==> config.mk <==
export PLATFORM = sky130hd
export DESIGN_NAME = csi_frame_sequencer_flat
export DESIGN_NICKNAME = d
export VERILOG_FILES = /design/src/rtl/csi_frame_sequencer_if.sv /design/src/rtl/csi_frame_sequencer.sv /design/src/flat_wrapper.sv
export SDC_FILE = /design/constraint.sdc
export NUM_CORES = 1
export LEC_CHECK = 0
export CAP_MARGIN = 15
export CORE_MARGIN = 2
export CORE_UTILIZATION = 35
export DETAILED_ROUTE_END_ITERATION = 8
export GPL_TIMING_DRIVEN = 1
export PLACE_DENSITY = 0.67
export SETUP_SLACK_MARGIN = 0.5
export SYNTH_ARGS = -nofsm -noshare
export SYNTH_HDL_FRONTEND = slang
export SYNTH_SLANG_ARGS = --single-unit
==> constraint.sdc <==
create_clock -name rxbyteclkhs -period 2.86 [get_ports rxbyteclkhs]
set_clock_uncertainty 0.05 [all_clocks]
set_input_delay 0.715 -clock rxbyteclkhs [delete_from_list [all_inputs] [get_ports rxbyteclkhs]]
set_output_delay 0.715 -clock rxbyteclkhs [all_outputs]
set_load 0.02 [all_outputs]
==> src/rtl/csi_frame_sequencer_if.sv <==
// Header/payload strobe bundle between the header decoder, the frame
// sequencer and the payload capture datapath (rxbyteclkhs domain).
//
// Handshake semantics: there is no ready/backpressure on any signal here.
// ph_valid, pld_done, pld_start and pld_abort are single-cycle strobes that
// are consumed on the rising edge where they are high. ph_stream and
// ecc_error are only meaningful while ph_valid is high. pld_wc is a level
// that holds its value from one pld_start until the next.
interface csi_frame_sequencer_if;
  logic        ph_valid;
  logic [23:0] ph_stream;
  logic        ecc_error;
  logic        pld_done;
  logic        pld_start;
  logic        pld_abort;
  logic [15:0] pld_wc;

  // Decoder/datapath side: drives headers and payload completion.
  modport master (
    output ph_valid, ph_stream, ecc_error, pld_done,
    input  pld_start, pld_abort, pld_wc
  );

  // Sequencer side.
  modport slave (
    input  ph_valid, ph_stream, ecc_error, pld_done,
    output pld_start, pld_abort, pld_wc
  );
endinterface

==> src/rtl/csi_frame_sequencer.sv <==
// CSI-2 receive frame sequencer: tracks FS/FE/pixel headers for one virtual
// channel and data type, starts/aborts payload capture, counts lines and
// frames and latches sticky protocol errors.
// Optional LINE watchdog: define PCKT_SEQ_TIMEOUT_EN.
// dbg_state exposes the FSM state (0 IDLE, 1 FRAME, 2 LINE).
module csi_frame_sequencer #(
  parameter int TIMEOUT_CYCLES = 4096,
  parameter int CNT_WIDTH      = 16
) (
  input  logic                   rxbyteclkhs,
  input  logic                   reset,
  csi_frame_sequencer_if.slave   bus,
  input  logic [1:0]             cfg_vc,
  input  logic [5:0]             cfg_dt,
  input  logic [15:0]            cfg_lines,
  input  logic [15:0]            cfg_wc,
  input  logic                   err_clr,
  output logic                   frame_active,
  output logic                   frame_done,
  output logic [CNT_WIDTH-1:0]   line_count,
  output logic [CNT_WIDTH-1:0]   frame_count,
  output logic [5:0]             err_status,
  output logic [1:0]             dbg_state
);

  typedef enum logic [1:0] {
    IDLE  = 2'd0,
    FRAME = 2'd1,
    LINE  = 2'd2
  } state_t;

  state_t state, state_n, eff_state;

  logic                 frame_active_n, frame_done_n, start_n, abort_n;
  logic [15:0]          wc_n;
  logic [CNT_WIDTH-1:0] line_count_n, frame_count_n;
  logic [5:0]           err_set;
  logic                 timeout_hit;

  // Header decode: an accepted header is clean and on our virtual channel.
  logic        hdr;
  logic [5:0]  hdr_dt;
  logic [15:0] hdr_wc;
  logic        is_fs, is_fe, is_px;

  assign hdr_dt = bus.ph_stream[5:0];
  assign hdr_wc = bus.ph_stream[23:8];
  assign hdr    = bus.ph_valid & ~bus.ecc_error & (bus.ph_stream[7:6] == cfg_vc);
  assign is_fs  = hdr & (hdr_dt == 6'h00);
  assign is_fe  = hdr & (hdr_dt == 6'h01);
  assign is_px  = hdr & (hdr_dt == cfg_dt) & ~is_fs & ~is_fe;

  assign dbg_state = state;

`ifdef PCKT_SEQ_TIMEOUT_EN
  localparam int TW = $clog2(TIMEOUT_CYCLES) + 1;
  logic [TW-1:0] timer;

  // Watchdog: restart on every LINE entry, count every cycle spent in LINE.
  always_ff @(posedge rxbyteclkhs) begin
    if (reset)                timer <= '0;
    else if (start_n)         timer <= '0;
    else if (state == LINE)   timer <= timer + 1'b1;
  end

  // The limit cycle is the TIMEOUT_CYCLES-th cycle in LINE.
  assign timeout_hit = (state == LINE) && !bus.pld_done &&
                       (timer == TW'(TIMEOUT_CYCLES - 1));
`else
  assign timeout_hit = 1'b0;
`endif

  // Next-state and next-output logic. A LINE cycle is first resolved
  // (completion, abort or timeout), then any header is handled as in FRAME.
  always_comb begin
    state_n        = state;
    eff_state      = state;
    frame_active_n = frame_active;
    frame_done_n   = 1'b0;
    start_n        = 1'b0;
    abort_n        = 1'b0;
    wc_n           = bus.pld_wc;
    line_count_n   = line_count;
    frame_count_n  = frame_count;
    err_set        = 6'b0;

    if (state == LINE) begin
      if (bus.pld_done) begin
        if (line_count != {CNT_WIDTH{1'b1}}) line_count_n = line_count + 1'b1;
        eff_state = FRAME;
        state_n   = FRAME;
      end else if (hdr || timeout_hit) begin
        abort_n    = 1'b1;
        err_set[4] = hdr;
        err_set[5] = timeout_hit;
        eff_state  = FRAME;
        state_n    = FRAME;
      end
    end

    if (eff_state == IDLE) begin
      if (is_fs) begin
        frame_active_n = 1'b1;
        line_count_n   = '0;
        state_n        = FRAME;
      end else if (is_fe || is_px) begin
        err_set[1] = 1'b1;
      end
    end else if (eff_state == FRAME) begin
      if (is_fs) begin
        err_set[0]   = 1'b1;
        line_count_n = '0;
      end else if (is_fe) begin
        if (cfg_lines != 16'd0 && 32'(line_count_n) != 32'(cfg_lines))
          err_set[3] = 1'b1;
        frame_count_n  = frame_count + 1'b1;
        frame_done_n   = 1'b1;
        frame_active_n = 1'b0;
        state_n        = IDLE;
      end else if (is_px) begin
        if (cfg_wc != 16'd0 && hdr_wc != cfg_wc) err_set[2] = 1'b1;
        if (hdr_wc != 16'd0) begin
          wc_n    = hdr_wc;
          start_n = 1'b1;
          state_n = LINE;
        end
      end
    end
  end

  // State and registered outputs; a newly set error wins over err_clr.
  always_ff @(posedge rxbyteclkhs) begin
    if (reset) begin
      state         <= IDLE;
      frame_active  <= 1'b0;
      frame_done    <= 1'b0;
      bus.pld_start <= 1'b0;
      bus.pld_abort <= 1'b0;
      bus.pld_wc    <= 16'd0;
      line_count    <= '0;
      frame_count   <= '0;
      err_status    <= 6'b0;
    end else begin
      state         <= state_n;
      frame_active  <= frame_active_n;
      frame_done    <= frame_done_n;
      bus.pld_start <= start_n;
      bus.pld_abort <= abort_n;
      bus.pld_wc    <= wc_n;
      line_count    <= line_count_n;
      frame_count   <= frame_count_n;
      err_status    <= (err_clr ? 6'b0 : err_status) | err_set;
    end
  end

endmodule

==> src/flat_wrapper.sv <==
// flat-port wrapper written by rule: the top's interface ports become plain ports
module csi_frame_sequencer_flat 
#(
  parameter int TIMEOUT_CYCLES = 4096,
  parameter int CNT_WIDTH      = 16
)
  (rxbyteclkhs, reset, cfg_vc, cfg_dt, cfg_lines, cfg_wc, err_clr, frame_active, frame_done, line_count, frame_count, err_status, dbg_state, bus_ph_valid, bus_ph_stream, bus_ecc_error, bus_pld_done, bus_pld_start, bus_pld_abort, bus_pld_wc);
  csi_frame_sequencer_if bus_i ();
  input  logic rxbyteclkhs;
  input  logic reset;
  input  logic [1:0] cfg_vc;
  input  logic [5:0] cfg_dt;
  input  logic [15:0] cfg_lines;
  input  logic [15:0] cfg_wc;
  input  logic err_clr;
  output logic frame_active;
  output logic frame_done;
  output logic [CNT_WIDTH-1:0] line_count;
  output logic [CNT_WIDTH-1:0] frame_count;
  output logic [5:0] err_status;
  output logic [1:0] dbg_state;
  input wire logic [$bits(bus_i.ph_valid)-1:0] bus_ph_valid;
  input wire logic [$bits(bus_i.ph_stream)-1:0] bus_ph_stream;
  input wire logic [$bits(bus_i.ecc_error)-1:0] bus_ecc_error;
  input wire logic [$bits(bus_i.pld_done)-1:0] bus_pld_done;
  output wire logic [$bits(bus_i.pld_start)-1:0] bus_pld_start;
  output wire logic [$bits(bus_i.pld_abort)-1:0] bus_pld_abort;
  output wire logic [$bits(bus_i.pld_wc)-1:0] bus_pld_wc;
  assign bus_i.ph_valid = bus_ph_valid;
  assign bus_i.ph_stream = bus_ph_stream;
  assign bus_i.ecc_error = bus_ecc_error;
  assign bus_i.pld_done = bus_pld_done;
  assign bus_pld_start = bus_i.pld_start;
  assign bus_pld_abort = bus_i.pld_abort;
  assign bus_pld_wc = bus_i.pld_wc;
  csi_frame_sequencer #(.TIMEOUT_CYCLES(TIMEOUT_CYCLES), .CNT_WIDTH(CNT_WIDTH)) u_core (.rxbyteclkhs(rxbyteclkhs), .reset(reset), .bus(bus_i), .cfg_vc(cfg_vc), .cfg_dt(cfg_dt), .cfg_lines(cfg_lines), .cfg_wc(cfg_wc), .err_clr(err_clr), .frame_active(frame_active), .frame_done(frame_done), .line_count(line_count), .frame_count(frame_count), .err_status(err_status), .dbg_state(dbg_state));
endmodule
==> results.yml <==
status:
  status: "complete, no violations"
cts:
  cts_tree: "done"
  htreeDepth: 3
  path_clk_slew_ns: 0.08
  cts_buffers: 9
  clock_latency_ns: 0.35
  cts_root_buf: "clkbuf_8"
  cts_buffer_depth: 2
  cts_sinks: 59
die:
  dieHeight_um: 106
  rows: 37
  dieArea_sq_um: 11300
  start_util_pct: 35.7
  die_w_um: 106
  core_sq_um: 10200
  ios: 130
placement:
  port-buffer-count: 128
  routabilityCongestion: 1.03
  place_inst: 757
  dp_hpwl_um: 10100
logic_synthesis:
  synth_edf_count: 0
  yosys_warnings: 0
  syn_area_sq_um: 3660
  post_synth_inst_count: 444
  ys_seq_elements: 59
  yosysSeqAreaShare_pct: 32.3
  synthArstFlopShare_pct: 0
  syn_area_per_cell_sq_um: 8.23
  synth_cell_types: 66
  synth_fp_nets: 517
  yosys_most_used_dff: "dfxtp_1"
setup_path:
  max_stage_delay_ns: 0.64
  endpoint_kind: "register"
  slowest_stage: "or4_4"
  crit_type: "register to register"
  cpLargestDelayFamily: "simple AND/OR/NAND/NOR gates"
  worst_setup_path_start_kind: "register"
  crit_chain: "ha_4 -> nand3_4 -> or4_4 -> o21ai_4 -> o22ai_2 -> or3b_4 -> nor4_4 -> a41oi_2"
  crit_buf_inv: 0
  critical_path.max_fanout: 8
  worstPathArrival_ns: 2.72
  crit_required_ns: 3.04
cells_and_area:
  utilization_pct: 62.0
  final_net_count: 727
  layout_common_cells: "clkdlybuf4s50_1, buf_4, nor2_1"
  register_area_sq_um: 1190
  antenna_cells: 0
  syn2layout_area_growth_pct: 73.5
  nFillCells: 858
  multiInputGateArea_sq_um: 2640
  layout-drive-gt1-share_pct: 28.1
  layout_commonest_cell: "clkdlybuf4s50_1"
  final_cells: 795
timing:
  max_slew.worst_pin.slew_ns: 0.641
  rsz0062_at_grt: "true"
  setup_tns_ns: 0
  post-route-period-util_pct: 89.0
  period_minus_slack_ns: 2.55
  relSlewSlack_pct: 56.6
  max_freq_mhz: 393
  drv_slew: 0
  setup-violations-final: 0
  hold_viol_final: 0
global_routing:
  grt_overflow: 0
  grt_max_degree: 43
  grtUsageTotal_pct: 24.2
  grt_pass1_wl_um: 21500
  antenna_found_initial: 0
  grt_pass1_vias: 4356
detailed_routing:
  vias: 4292
  drt-initial-drc-count: 180
  drc: 0
  routedWlPerCell_um: 17.0
  drt_first_pass_iters: 4
  ant_nets: 0
  routed_wl_um: 13500
  via_per_inst: 5.40
flow_run:
  maxCapViolations: 0
power_and_ir_drop:
  power_leakage_nw: 2.62
  power_density_nw_per_um2: 295
  vdd_drop_max_v: 0.000186
hold_path:
  hold_path_class: "register to register"
==> kinds of logic (layout without fill, tap and decap cells) <==
| family | count (synthesis) | count (layout) | share of synthesized area (%) |
|---|---|---|---|
| simple gates | 202 | 202 | 30.6 |
| compound gates | 62 | 62 | 11.4 |
| xor+xnor | 59 | 59 | 14.1 |
| flops | 59 | 59 | 32.3 |
| buf+inv | 37 | 252 | 4.69 |
| mux | 21 | 21 | 5.75 |
| fa+ha+maj | 3 | 3 | 1.03 |
| other cells | 1 | 1 | 0.103 |
==> per-layer routing <==
layer	routed length, um	share of wire, %	vias up	global-route usage (%)
met5	0	0	-	0
met4	453	3.4	0	11.7
met3	1180	8.7	43	6.38
met2	6690	50	199	41.5
met1	5190	38	2025	27.7
li1	-	-	2025	-
==> state kept, by name (all words and copies together) (netlist names) <==
register / count
u_core.bus.pld_wc: 16
u_core.frame_count: 16
u_core.line_count: 16
u_core.err_status: 5
u_core.dbg_state: 2
u_core.bus.pld_abort: 1
u_core.bus.pld_start: 1
u_core.frame_active: 1
u_core.frame_done: 1
==> through the flow <==
stage	setup WS [ns]	total power [mW]	hold WS [ns]	cell area, sq um
after floorplan	0.0825	0.916	0.480	3770
after global placement	-0.443	1.08	0.390	5660
after detailed placement	-0.431	1.08	0.391	5660
after CTS	0.300	1.87	0.410	6140
after global routing	0.228	1.94	0.433	6340
final	0.314	1.87	0.408	6340
==> repair_timing <==
item / in CTS / in global routing
gates cloned: 2 / 0
buffers inserted: 13 / 7
endpoints found under the hold margin: 0 / 0
pin swaps: 31 / 43
gates resized for setup: 69 / 51
hold buffers: 0 / 0
setup endpoints to repair: 45 / 54
==> final cells by class <==
type,instances,area share (%)
multi-input cells,348,41.6
repair buffers,225,33.1
flip-flops and latches,59,18.8
well taps,136,2.68
clock buffers,9,1.95
clock inverters,7,1.20
inverters,11,0.651
==> Yosys cell counts (all sizes together), types with 2 or more instances <==
cell	count	share of area [%]
nor2	56	5.7
o31ai	2	0.41
nand2	31	3.3
nand3	20	3.0
dfxtp	59	32
o211ai	3	0.62
inv	10	1.0
buf	15	2.4
nor3	8	1.2
a31oi	4	0.68
and4	4	0.96
or3b	2	0.55
a211oi	6	1.2
xor2	34	8.1
clkbuf	11	1.2
nand4b	3	0.72
a2111oi	3	0.89
and3	5	0.86
or4	3	0.72
nand4	19	3.7
a21o	3	0.62
xnor2	25	6.0
nand3b	2	0.41
ha	3	1.0
nand2b	5	0.86
nor2b	5	0.86
mux2i	21	5.7
or3	5	0.86
or2	3	0.51
nor4	26	5.3
o22ai	2	0.34
o21ai	11	1.6
a21oi	17	2.3
==> power breakdown <==
part / total (mW) / internal [mW] / switching (mW)
logic: 0.252 / 0.140 / 0.112
clock network: 0.799 / 0.406 / 0.393
registers: 0.820 / 0.820 / 0.000145
total: 1.87 / 1.37 / 0.505
==> path summary, 6_finish.rpt <==
| kind | startpoint | end | slack (ns) | cells past startpoint |
|---|---|---|---|---|
| setup / recovery | u_core.line_count[0] | u_core.err_status[3] | 0.31 | 8 |
| hold / removal | u_core.err_status[4] | u_core.err_status[4] | 0.41 | 1 |
| setup reg to reg | u_core.line_count[0] | u_core.err_status[3] | 0.31 | 8 |
| hold reg to reg | u_core.err_status[4] | u_core.err_status[4] | 0.41 | 1 |
Note: power is estimated with default switching activity, not from simulation.
